===== src/rtl/sdram_pkg.sv =====
// Shared SDRAM request types and widths.
// Used by the port arbiter, its interface and tag FIFO.
package sdram_pkg;

  localparam int SDRAM_ADDR_W = 24;
  localparam int SDRAM_DATA_W = 32;
  localparam int SDRAM_BE_W   = 4;

  typedef struct packed {
    logic                    we;
    logic [SDRAM_ADDR_W-1:0] addr;
    logic [SDRAM_DATA_W-1:0] wdata;
    logic [SDRAM_BE_W-1:0]   be;
  } sdram_req_t;

  typedef enum logic {
    ST_IDLE,
    ST_ISSUE
  } arb_state_t;

endpackage


===== src/rtl/sdram_port_arbiter_if.sv =====
// Requester-side and controller-side bus of the SDRAM port arbiter.
// slave = arbiter view, master = environment view.
interface sdram_port_arbiter_if #(
  parameter int NUM_PORTS = 3
);
  import sdram_pkg::*;

  logic [NUM_PORTS-1:0]              p_req;
  logic [NUM_PORTS-1:0]              p_we;
  logic [NUM_PORTS*SDRAM_ADDR_W-1:0] p_addr;
  logic [NUM_PORTS*SDRAM_DATA_W-1:0] p_wdata;
  logic [NUM_PORTS*SDRAM_BE_W-1:0]   p_be;
  logic [NUM_PORTS-1:0]              p_gnt;
  logic [NUM_PORTS-1:0]              p_rvalid;
  logic [SDRAM_DATA_W-1:0]           p_rdata;

  logic                    c_req;
  logic                    c_we;
  logic [SDRAM_ADDR_W-1:0] c_addr;
  logic [SDRAM_DATA_W-1:0] c_wdata;
  logic [SDRAM_BE_W-1:0]   c_be;
  logic                    c_ack;
  logic                    c_rvalid;
  logic [SDRAM_DATA_W-1:0] c_rdata;

  modport slave (
    input  p_req, p_we, p_addr, p_wdata, p_be,
    input  c_ack, c_rvalid, c_rdata,
    output p_gnt, p_rvalid, p_rdata,
    output c_req, c_we, c_addr, c_wdata, c_be
  );

  modport master (
    output p_req, p_we, p_addr, p_wdata, p_be,
    output c_ack, c_rvalid, c_rdata,
    input  p_gnt, p_rvalid, p_rdata,
    input  c_req, c_we, c_addr, c_wdata, c_be
  );

endinterface


===== src/rtl/sdram_tag_fifo.sv =====
// FIFO of requester indices for outstanding reads.
// Pop on empty is ignored; push on full only succeeds with a pop.
module sdram_tag_fifo #(
  parameter int DEPTH = 4,
  parameter int W     = 2
) (
  input  logic                   clk,
  input  logic                   rst_n,
  input  logic                   i_push,
  input  logic [W-1:0]           i_tag,
  input  logic                   i_pop,
  output logic [W-1:0]           o_head,
  output logic                   o_full,
  output logic                   o_empty,
  output logic [$clog2(DEPTH):0] o_count
);

  localparam int PW = $clog2(DEPTH);

  logic [W-1:0]  r_mem [DEPTH];
  logic [PW-1:0] r_wp;
  logic [PW-1:0] r_rp;
  logic [PW:0]   r_cnt;
  logic          w_push;
  logic          w_pop;

  assign o_empty = (r_cnt == '0);
  assign o_full  = (r_cnt == (PW+1)'(DEPTH));
  assign o_count = r_cnt;
  assign o_head  = r_mem[r_rp];
  assign w_pop   = i_pop && !o_empty;
  assign w_push  = i_push && (!o_full || w_pop);

  always_ff @(posedge clk or negedge rst_n) begin
    if (!rst_n) begin
      r_wp  <= '0;
      r_rp  <= '0;
      r_cnt <= '0;
    end else begin
      if (w_push) r_wp <= r_wp + 1'b1;
      if (w_pop)  r_rp <= r_rp + 1'b1;
      case ({w_push, w_pop})
        2'b10:   r_cnt <= r_cnt + 1'b1;
        2'b01:   r_cnt <= r_cnt - 1'b1;
        default: r_cnt <= r_cnt;
      endcase
    end
  end

  always_ff @(posedge clk) begin
    if (w_push) r_mem[r_wp] <= i_tag;
  end

endmodule


===== src/rtl/sdram_port_arbiter.sv =====
// Round-robin arbiter sharing one SDRAM controller port,
// with in-order read data routed back via a tag FIFO.
module sdram_port_arbiter
  import sdram_pkg::*;
#(
  parameter int NUM_PORTS = 3,
  parameter int RD_DEPTH  = 4
) (
  input  logic                 clk,
  input  logic                 rst_n,
  sdram_port_arbiter_if.slave  bus,
  output logic                 err
);

  localparam int TW = $clog2(NUM_PORTS);
  localparam int CW = $clog2(RD_DEPTH) + 1;

  arb_state_t              r_state;
  logic [TW-1:0]           r_ptr;
  sdram_req_t              r_c;
  logic                    r_creq;
  logic [NUM_PORTS-1:0]    r_gnt;
  logic [NUM_PORTS-1:0]    r_rvalid;
  logic [SDRAM_DATA_W-1:0] r_rdata;
  logic                    r_err;

  logic [NUM_PORTS-1:0]    w_elig;
  logic [NUM_PORTS-1:0]    w_win_oh;
  logic [NUM_PORTS-1:0]    w_head_oh;
  logic [TW-1:0]           w_win;
  logic [TW-1:0]           w_head;
  sdram_req_t              w_sel;
  logic                    w_rd_ok;
  logic                    w_push;
  logic                    w_pop;
  logic                    w_full;
  logic                    w_empty;
  logic [CW-1:0]           w_count;

  // First eligible port strictly after ptr, wrapping around.
  function automatic logic [TW-1:0] rr_pick(
    input logic [NUM_PORTS-1:0] elig,
    input logic [TW-1:0]        ptr
  );
    logic [TW-1:0] win;
    logic          hit;
    int            idx;
    win = ptr;
    hit = 1'b0;
    for (int k = 1; k <= NUM_PORTS; k++) begin
      idx = (int'(ptr) + k) % NUM_PORTS;
      if (!hit && elig[idx]) begin
        win = TW'(idx);
        hit = 1'b1;
      end
    end
    return win;
  endfunction

  assign w_rd_ok = (w_count < CW'(RD_DEPTH));
  assign w_pop   = bus.c_rvalid && !w_empty;
  assign w_push  = (r_state == ST_ISSUE) && bus.c_ack && !r_c.we
                   && (!w_full || w_pop);

  always_comb begin
    w_elig    = '0;
    w_win_oh  = '0;
    w_head_oh = '0;
    w_sel     = '0;
    for (int i = 0; i < NUM_PORTS; i++) begin
      w_elig[i] = bus.p_req[i] && (bus.p_we[i] || w_rd_ok);
    end
    w_win = rr_pick(w_elig, r_ptr);
    for (int i = 0; i < NUM_PORTS; i++) begin
      if (w_win == TW'(i)) begin
        w_win_oh[i] = 1'b1;
        w_sel.we    = bus.p_we[i];
        w_sel.addr  = bus.p_addr[i*SDRAM_ADDR_W +: SDRAM_ADDR_W];
        w_sel.wdata = bus.p_wdata[i*SDRAM_DATA_W +: SDRAM_DATA_W];
        w_sel.be    = bus.p_be[i*SDRAM_BE_W +: SDRAM_BE_W];
      end
      if (w_head == TW'(i)) w_head_oh[i] = 1'b1;
    end
  end

  always_ff @(posedge clk or negedge rst_n) begin
    if (!rst_n) begin
      r_state <= ST_IDLE;
      r_ptr   <= TW'(NUM_PORTS - 1);
      r_c     <= '0;
      r_creq  <= 1'b0;
      r_gnt   <= '0;
    end else begin
      r_gnt <= '0;
      unique case (r_state)
        ST_IDLE: begin
          if (|w_elig) begin
            r_c     <= w_sel;
            r_creq  <= 1'b1;
            r_gnt   <= w_win_oh;
            r_ptr   <= w_win;
            r_state <= ST_ISSUE;
          end
        end
        ST_ISSUE: begin
          if (bus.c_ack) begin
            r_creq  <= 1'b0;
            r_state <= ST_IDLE;
          end
        end
        default: r_state <= ST_IDLE;
      endcase
    end
  end

  always_ff @(posedge clk or negedge rst_n) begin
    if (!rst_n) begin
      r_rvalid <= '0;
      r_rdata  <= '0;
      r_err    <= 1'b0;
    end else begin
      r_rvalid <= w_pop ? w_head_oh : '0;
      if (w_pop) r_rdata <= bus.c_rdata;
      if (bus.c_rvalid && w_empty) r_err <= 1'b1;
    end
  end

  sdram_tag_fifo #(
    .DEPTH (RD_DEPTH),
    .W     (TW)
  ) u_tags (
    .clk     (clk),
    .rst_n   (rst_n),
    .i_push  (w_push),
    .i_tag   (r_ptr),
    .i_pop   (w_pop),
    .o_head  (w_head),
    .o_full  (w_full),
    .o_empty (w_empty),
    .o_count (w_count)
  );

  assign bus.p_gnt    = r_gnt;
  assign bus.p_rvalid = r_rvalid;
  assign bus.p_rdata  = r_rdata;
  assign bus.c_req    = r_creq;
  assign bus.c_we     = r_c.we;
  assign bus.c_addr   = r_c.addr;
  assign bus.c_wdata  = r_c.wdata;
  assign bus.c_be     = r_c.be;
  assign err          = r_err;

endmodule

===== src/flat_wrapper.sv =====
// flat-port wrapper written by rule: the top's interface ports become plain ports
module sdram_port_arbiter_flat import sdram_pkg::*;
#(
  parameter int NUM_PORTS = 3,
  parameter int RD_DEPTH  = 4
)
  (clk, rst_n, err, bus_p_req, bus_p_we, bus_p_addr, bus_p_wdata, bus_p_be, bus_c_ack, bus_c_rvalid, bus_c_rdata, bus_p_gnt, bus_p_rvalid, bus_p_rdata, bus_c_req, bus_c_we, bus_c_addr, bus_c_wdata, bus_c_be);
  sdram_port_arbiter_if #(.NUM_PORTS(NUM_PORTS)) bus_i ();
  input  logic clk;
  input  logic rst_n;
  output logic err;
  input wire logic [$bits(bus_i.p_req)-1:0] bus_p_req;
  input wire logic [$bits(bus_i.p_we)-1:0] bus_p_we;
  input wire logic [$bits(bus_i.p_addr)-1:0] bus_p_addr;
  input wire logic [$bits(bus_i.p_wdata)-1:0] bus_p_wdata;
  input wire logic [$bits(bus_i.p_be)-1:0] bus_p_be;
  input wire logic [$bits(bus_i.c_ack)-1:0] bus_c_ack;
  input wire logic [$bits(bus_i.c_rvalid)-1:0] bus_c_rvalid;
  input wire logic [$bits(bus_i.c_rdata)-1:0] bus_c_rdata;
  output wire logic [$bits(bus_i.p_gnt)-1:0] bus_p_gnt;
  output wire logic [$bits(bus_i.p_rvalid)-1:0] bus_p_rvalid;
  output wire logic [$bits(bus_i.p_rdata)-1:0] bus_p_rdata;
  output wire logic [$bits(bus_i.c_req)-1:0] bus_c_req;
  output wire logic [$bits(bus_i.c_we)-1:0] bus_c_we;
  output wire logic [$bits(bus_i.c_addr)-1:0] bus_c_addr;
  output wire logic [$bits(bus_i.c_wdata)-1:0] bus_c_wdata;
  output wire logic [$bits(bus_i.c_be)-1:0] bus_c_be;
  assign bus_i.p_req = bus_p_req;
  assign bus_i.p_we = bus_p_we;
  assign bus_i.p_addr = bus_p_addr;
  assign bus_i.p_wdata = bus_p_wdata;
  assign bus_i.p_be = bus_p_be;
  assign bus_i.c_ack = bus_c_ack;
  assign bus_i.c_rvalid = bus_c_rvalid;
  assign bus_i.c_rdata = bus_c_rdata;
  assign bus_p_gnt = bus_i.p_gnt;
  assign bus_p_rvalid = bus_i.p_rvalid;
  assign bus_p_rdata = bus_i.p_rdata;
  assign bus_c_req = bus_i.c_req;
  assign bus_c_we = bus_i.c_we;
  assign bus_c_addr = bus_i.c_addr;
  assign bus_c_wdata = bus_i.c_wdata;
  assign bus_c_be = bus_i.c_be;
  sdram_port_arbiter #(.NUM_PORTS(NUM_PORTS), .RD_DEPTH(RD_DEPTH)) u_core (.clk(clk), .rst_n(rst_n), .bus(bus_i), .err(err));
endmodule

===== config.mk =====
export PLATFORM = sky130hd
export DESIGN_NAME = sdram_port_arbiter_flat
export DESIGN_NICKNAME = d
export VERILOG_FILES = /design/src/rtl/sdram_pkg.sv /design/src/rtl/sdram_port_arbiter_if.sv /design/src/rtl/sdram_tag_fifo.sv /design/src/rtl/sdram_port_arbiter.sv /design/src/flat_wrapper.sv
export SDC_FILE = /design/constraint.sdc
export NUM_CORES = 1
export LEC_CHECK = 0
export CORE_AREA = 2 2 125 127
export CTS_CLUSTER_DIAMETER = 60
export DETAILED_ROUTE_END_ITERATION = 7
export DIE_AREA = 0 0 127 129
export GPL_ROUTABILITY_DRIVEN = 0
export PLACE_DENSITY_LB_ADDON = 0.12
export RECOVER_POWER = 50
export SKIP_LAST_GASP = 1
export SLEW_MARGIN = 20
export SYNTH_ARGS = -nofsm -noshare
export SYNTH_HDL_FRONTEND = slang
export SYNTH_SLANG_ARGS = --single-unit

===== constraint.sdc =====
create_clock -name clk -period 6.1 [get_ports clk]
set_input_delay 0.61 -clock clk [delete_from_list [all_inputs] [get_ports clk]]
set_output_delay 0.61 -clock clk [all_outputs]
set_load 0.005 [all_outputs]

## Word-level counts from Yosys, hierarchy flattened

Memory sizes are Yosys's and may differ from the RTL's.
Cells that the tools add are included.

- Equality and inequality tests: 9
- Reduce and logical (&&, ||, !) cells: 29
- Magnitude comparators: 4
- Bitwise operators: 1
- Add/subtract/negate cells: 7
- Div/mod/pow operators: 3
- Multiplexer cells: 35

Operators with widths:

| kind | number |
|---|---|
| $mux W61 | 3 |
| $lt A32 B4 Y1 const B | 3 |
| $mod A32 B3 Y32 const B | 3 |
| $mux W1 | 20 |
| $logic_and A1 B1 Y1 | 12 |
| $mux W3 | 3 |
| $add A2 B2 Y3 const B | 2 |
| $bmux W1 S2 | 3 |
| $eq A2 B1 Y1 const B | 3 |
| $eq A2 B2 Y1 const B | 3 |
| $mux W2 | 3 |
| $pmux W3 S2 | 1 |
| $logic_not A1 Y1 | 5 |
| $logic_or A1 B1 Y1 | 5 |
| $add A2 B1 Y2 const B | 2 |
| $logic_not A2 Y1 | 2 |
| $pmux W1 S2 | 2 |
| $reduce_and A2 Y1 | 2 |
| $add A2 B1 Y3 const B | 1 |
| $add A3 B1 Y3 const B | 1 |
| $eq A3 B3 Y1 const B | 1 |
| $logic_not A3 Y1 | 1 |
| $lt A3 B3 Y1 const B | 1 |
| $reduce_or A3 Y1 | 1 |
| 5 further kinds | 5 |

- Memories: 1
- Register bits: 111
- Word-level logic and storage cells: 103
- RAM bits: 8
- Bits of input ports: 222

Memories:

| name | depth | bits a word | rd ports | clocked after Yosys merged registers in | wr ports | RTL line | RTL |
|---|---|---|---|---|---|---|---|
| u_core.u_tags.r_mem | 4 | 2 | 1 | 0 | 1 | sdram_tag_fifo.sv:20 | `logic [W-1:0] r_mem [DEPTH];` |

## Longest topological paths before layout

- Depth after elaboration: 17
- Mapped depth: 12
- Gate-level depth less buffers: 9

## Hierarchy

A second synthesis with hierarchy kept.

- Cell total of the unflattened synthesis: 610
- Area total of the unflattened synthesis: 6432.4 um^2

Modules (own cells, without submodules):

| module | area an instance (um^2) | times used | sequential area each (um^2) | cells each |
|---|---|---|---|---|
| sdram_port_arbiter | 5609.1 | 1 | 2603.7 | 546 |
| sdram_tag_fifo | 823.3 | 1 | 415.4 | 64 |

## Worst setup path after synthesis

Ideal clock, no wire load.

- Path kind: flip-flop to flip-flop
- From: register u_core.r_ptr[1]
- To: register u_core.r_c (netlist bit u_core.bus.c_addr[12])
- Required time: 5.961 ns
- Arrival time: 2.429 ns
- Stages on the path, launching flop included: 11
- Library setup time: 0.139 ns
- Path buffers: 2
- Path slack: 3.533 ns
- Cell sequence: dfstp_2 inv_1 ha_1 clkbuf_1 and3_4 or4_4 a21oi_2 a21oi_1 nand2_1 clkbuf_1 o221ai_1

- Word-level cells in the longest chain between the ends: 16

RTL lines:

| item | RTL line | RTL |
|---|---|---|
| start, declared | sdram_port_arbiter.sv:19 | `logic [TW-1:0] r_ptr;` |
| start signal, assigned | sdram_port_arbiter.sv:89 | `r_ptr <= TW'(NUM_PORTS - 1);` |
| start signal, assigned | sdram_port_arbiter.sv:101 | `r_ptr <= w_win;` |
| $add A2 B1 Y3 | sdram_port_arbiter.sv:51 | `idx = (int'(ptr) + k) % NUM_PORTS;` |
| $mod A32 B3 Y32 | sdram_port_arbiter.sv:51 |  |
| $bmux W1 S2 | sdram_port_arbiter.sv:52 | `if (!hit && elig[idx]) begin` |
| $mux W1 (not written as such) (2 in a row) | sdram_port_arbiter.sv:52 |  |
| $mux W1 | sdram_port_arbiter.sv:52 |  |
| $logic_not A1 Y1 | sdram_port_arbiter.sv:52 |  |
| $logic_and A1 B1 Y1 | sdram_port_arbiter.sv:52 |  |
| $mux W1 | sdram_port_arbiter.sv:52 |  |
| $logic_not A1 Y1 | sdram_port_arbiter.sv:52 |  |
| $logic_and A1 B1 Y1 | sdram_port_arbiter.sv:52 |  |
| $mux W2 (*) | sdram_port_arbiter.sv:52 |  |
| $logic_not A2 Y1 | sdram_port_arbiter.sv:75 | `if (w_win == TW'(i)) begin` |
| $mux W61 (2 in a row) | sdram_port_arbiter.sv:75 |  |
| $mux W61 (*) | sdram_port_arbiter.sv:75 |  |
| end signal, assigned | sdram_port_arbiter.sv:98 | `r_c <= w_sel;` |
| end, declared | sdram_port_arbiter.sv:20 | `sdram_req_t r_c;` |

Mark *: on every way between the ends. The rest lies on a longest branch, timed or not. The select of a mux whose other input is x is not followed.
A chain may end at the register's enable or synchronous reset.

## Worst setup path in the final report

- From: register u_core.r_ptr[1]
- To: register u_core.r_c (netlist bit u_core.bus.c_wdata[1])

The elaborated chain is that of the path after synthesis.

==> run metrics <==
worst-margin pin slew 2610 ps; Mapped Area 5850 um2; IO Count 323; Die Span Y 129 um; failing checks capacitance limit, slew limit; Num Clock Sinks 119; hold-critical path endpoint u_core.err; peak supply drop 0.000269 V; wire length per cell 17.1 um; crit path launch type flop; Max Buffers Root-to-Sink 2; syn_nets 819; synth top area cells dfrtp_1, nand2_1, mux2i_1, o221ai_1, inv_1; Layout Cells excl Fill 1102; Max Clk Rate 0.271 GHz; Critical Path Fanout Max 26; Hold Buf Count CTS 0; PostCTS Resize Cnt 0; Slew headroom -0.740; DR vias/cell 4.97; setup violators final 0; post-placement cell count 1069; depth of the CTS H-tree 4; WHS 460 ps; core area 15000 um2; Die W 127 um; gr ovfl total 0; Max Cap Viol 3; Seq/Total Area, Yosys 0.516; cts bufs inserted 17; Synth area leader dfrtp_1; Residual DRC 0; HP Class flop to flop; top cell type's share of synthesized area 0.470; Final min period 3690 ps; kind of critical path flop to flop; dpl cell area 9180 um2; number of synthesized flops with an enable pin 8; hold path startpoint u_core.err; Worst Clk Skew 7.82 ps; Gate Count Post-Synth 588; first-pass GRT wire length 29.0 mm; combinational share of power 0.492; Final Slew Violations 151; clock transition at the registers of the reported paths 50 ps; DR iter-0 viols 177; DR pass1 iterations 4; Overall Global Routing Usage 0.229; Worst Setup End Kind flop; Starting Density 0.391; Synth cell types 44; initial antenna violation count 1; fin crit share 0.605; number of port buffers 322; vias in the first global route 5730; status finished with violations; Pleak 4.61 nW; WL final 18.8 mm; flop2flop setup slack 2410 ps; sw frac 0.351; Routed Antenna Nets 0; DIE AREA 16400 um2; DP HPWL 14.4 mm; Core Rows 45; Worst Path Required 6350 ps; PD cells 478 nW/um2; r2r startpoint u_core.r_ptr[1]; Clock power frac 0.219; Hold Vio Cnt, Final 0; Data arrival, critical path 3940 ps; synthesized flop and latch total 119; Worst R2R Path Depth 10; P_int 3.04 mW; most used flip-flop cell after synthesis dfrtp_1; CTS root buffer clkbuf_16; Warnings, synthesis 0; Net Sw Power 1.64 mW; RSZ-0062 raised after global routing false; post-CTS setup buffers 0; Mean Syn Cell Area 9.95 um2; post-layout net count 1131; Synth async-reset ratio 0.933; Finished Cell Area 9790 um2; synth-to-layout area growth 67.3%; CTS tree yes; setup_tns 0 ps; largest net degree at the start of global routing 65; share of layout cells above drive strength 1 0.0526; WHS Path Cells 1; Seq pwr share 0.289; RR Endpoint u_core.bus.c_wdata[1]; clock insertion delay at the later pin of the skew report 400 ps; Setup crit start u_core.r_ptr[1]; Vias 5477
stage by stage:
step / setup slack [ps] / power, mW / utilization
after floorplan: 3530 / 2.69 / -
after global placement: 2270 / 3.64 / 0.613
after detailed placement: 2210 / 3.73 / 0.613
after CTS: 2560 / 4.78 / 0.654
after global routing: 1670 / 4.98 / 0.654
final: 2410 / 4.68 / 0.654
per-layer routing:
| metal | global-route usage | share of wire | wire length [um] | up-vias |
|---|---|---|---|---|
| met5 | 0 | 0 | 0 | - |
| met3 | 0.0719 | 0.083 | 1560 | 42 |
| met4 | 0.105 | 0.031 | 575 | 0 |
| met2 | 0.404 | 0.52 | 9740 | 246 |
| li1 | - | - | - | 2622 |
| met1 | 0.254 | 0.37 | 6970 | 2567 |
cell type report:
cell class | count | area, um2
sequential | 119 | 3020
antenna | 1 | 2.50
clock inverter | 8 | 118
multi-input combinational | 362 | 2390
timing repair buffer | 328 | 3260
clock buffer | 24 | 503
fill | 1219 | 5180
tap | 188 | 235
inverter | 72 | 270
power by group through the flow:
stage          Clock (mW)  Sequential [mW]  Combinational [mW]
2_1_floorplan           0             1.35                1.34
3_3_place_gp            0             1.34                2.29
3_5_place_dp            0             1.36                2.37
4_1_cts              1.05             1.36                2.37
5_1_grt              1.09             1.39                2.50
6_report             1.03             1.35                2.30
Yosys cell counts (all sizes together) (2+ instances only):
library cell and number:
buf 17, mux2i 61, ha 8, inv 71
nor3 3, nand2b 7, nor3b 3, dfrtp 110
o21ai 7, nor2 2, nand3 4, a21oi 5
mux4 2, xor2 2, nor2b 3, o221ai 62
and3 3, nand3b 2, xnor2 4, clkbuf 18
edfxtp 8, nand2 167, and2 5
cells by family after synthesis:
group,after synthesis,share of synthesized area
mux,64,0.114
xor+xnor,6,0.00898
flops,119,0.516
compound gates,81,0.115
simple gates,202,0.147
fa+ha+maj,9,0.0205
buf+inv,107,0.0795
worst max-delay path: stages (launching register included):
cell      delay (ps)
dfstp_1          700
inv_1             80
ha_1             300
nand2b_1         180
o221ai_1         240
o41ai_2          150
and2_1           220
o21ai_4          590
buf_4            510
mux2i_1          350
o221ai_1         180
worst max path at each step:
stage / to / slack [ps]
floorplan: u_core.bus.c_addr[12] / 3530
detailed placement: u_core.bus.c_addr[0] / 2210
global placement: u_core.bus.c_addr[3] / 2270
finish: u_core.bus.c_wdata[1] / 2410
CTS: u_core.bus.c_wdata[1] / 2560
global route: u_core.bus.p_rvalid[2] / 1670
cells in the final DEF (no fill, tap or decap), drive strengths merged, types with 7 or more instances in the layout:
cell type / count
inv: 71
mux2i: 61
nand2b: 7
o21ai: 7
nand2: 167
dlygate4sd3: 45
clkdlybuf4s50: 276
ha: 8
clkbuf: 27
edfxtp: 8
o221ai: 62
dfrtp: 110
flip-flops by register name, indices dropped and copies added (netlist names), 2 cells and up:
| signal | count |
|---|---|
| u_core.bus.c_wdata | 32 |
| u_core.u_tags.r_mem | 8 |
| u_core.u_tags.r_wp | 2 |
| u_core.r_ptr | 2 |
| u_core.u_tags.o_count | 3 |
| u_core.bus.c_addr | 24 |
| u_core.bus.p_rvalid | 3 |
| u_core.bus.c_be | 4 |
| u_core.u_tags.r_rp | 2 |
| u_core.bus.p_gnt | 3 |
| u_core.bus.p_rdata | 32 |
Power figures use the tool's default switching activity.
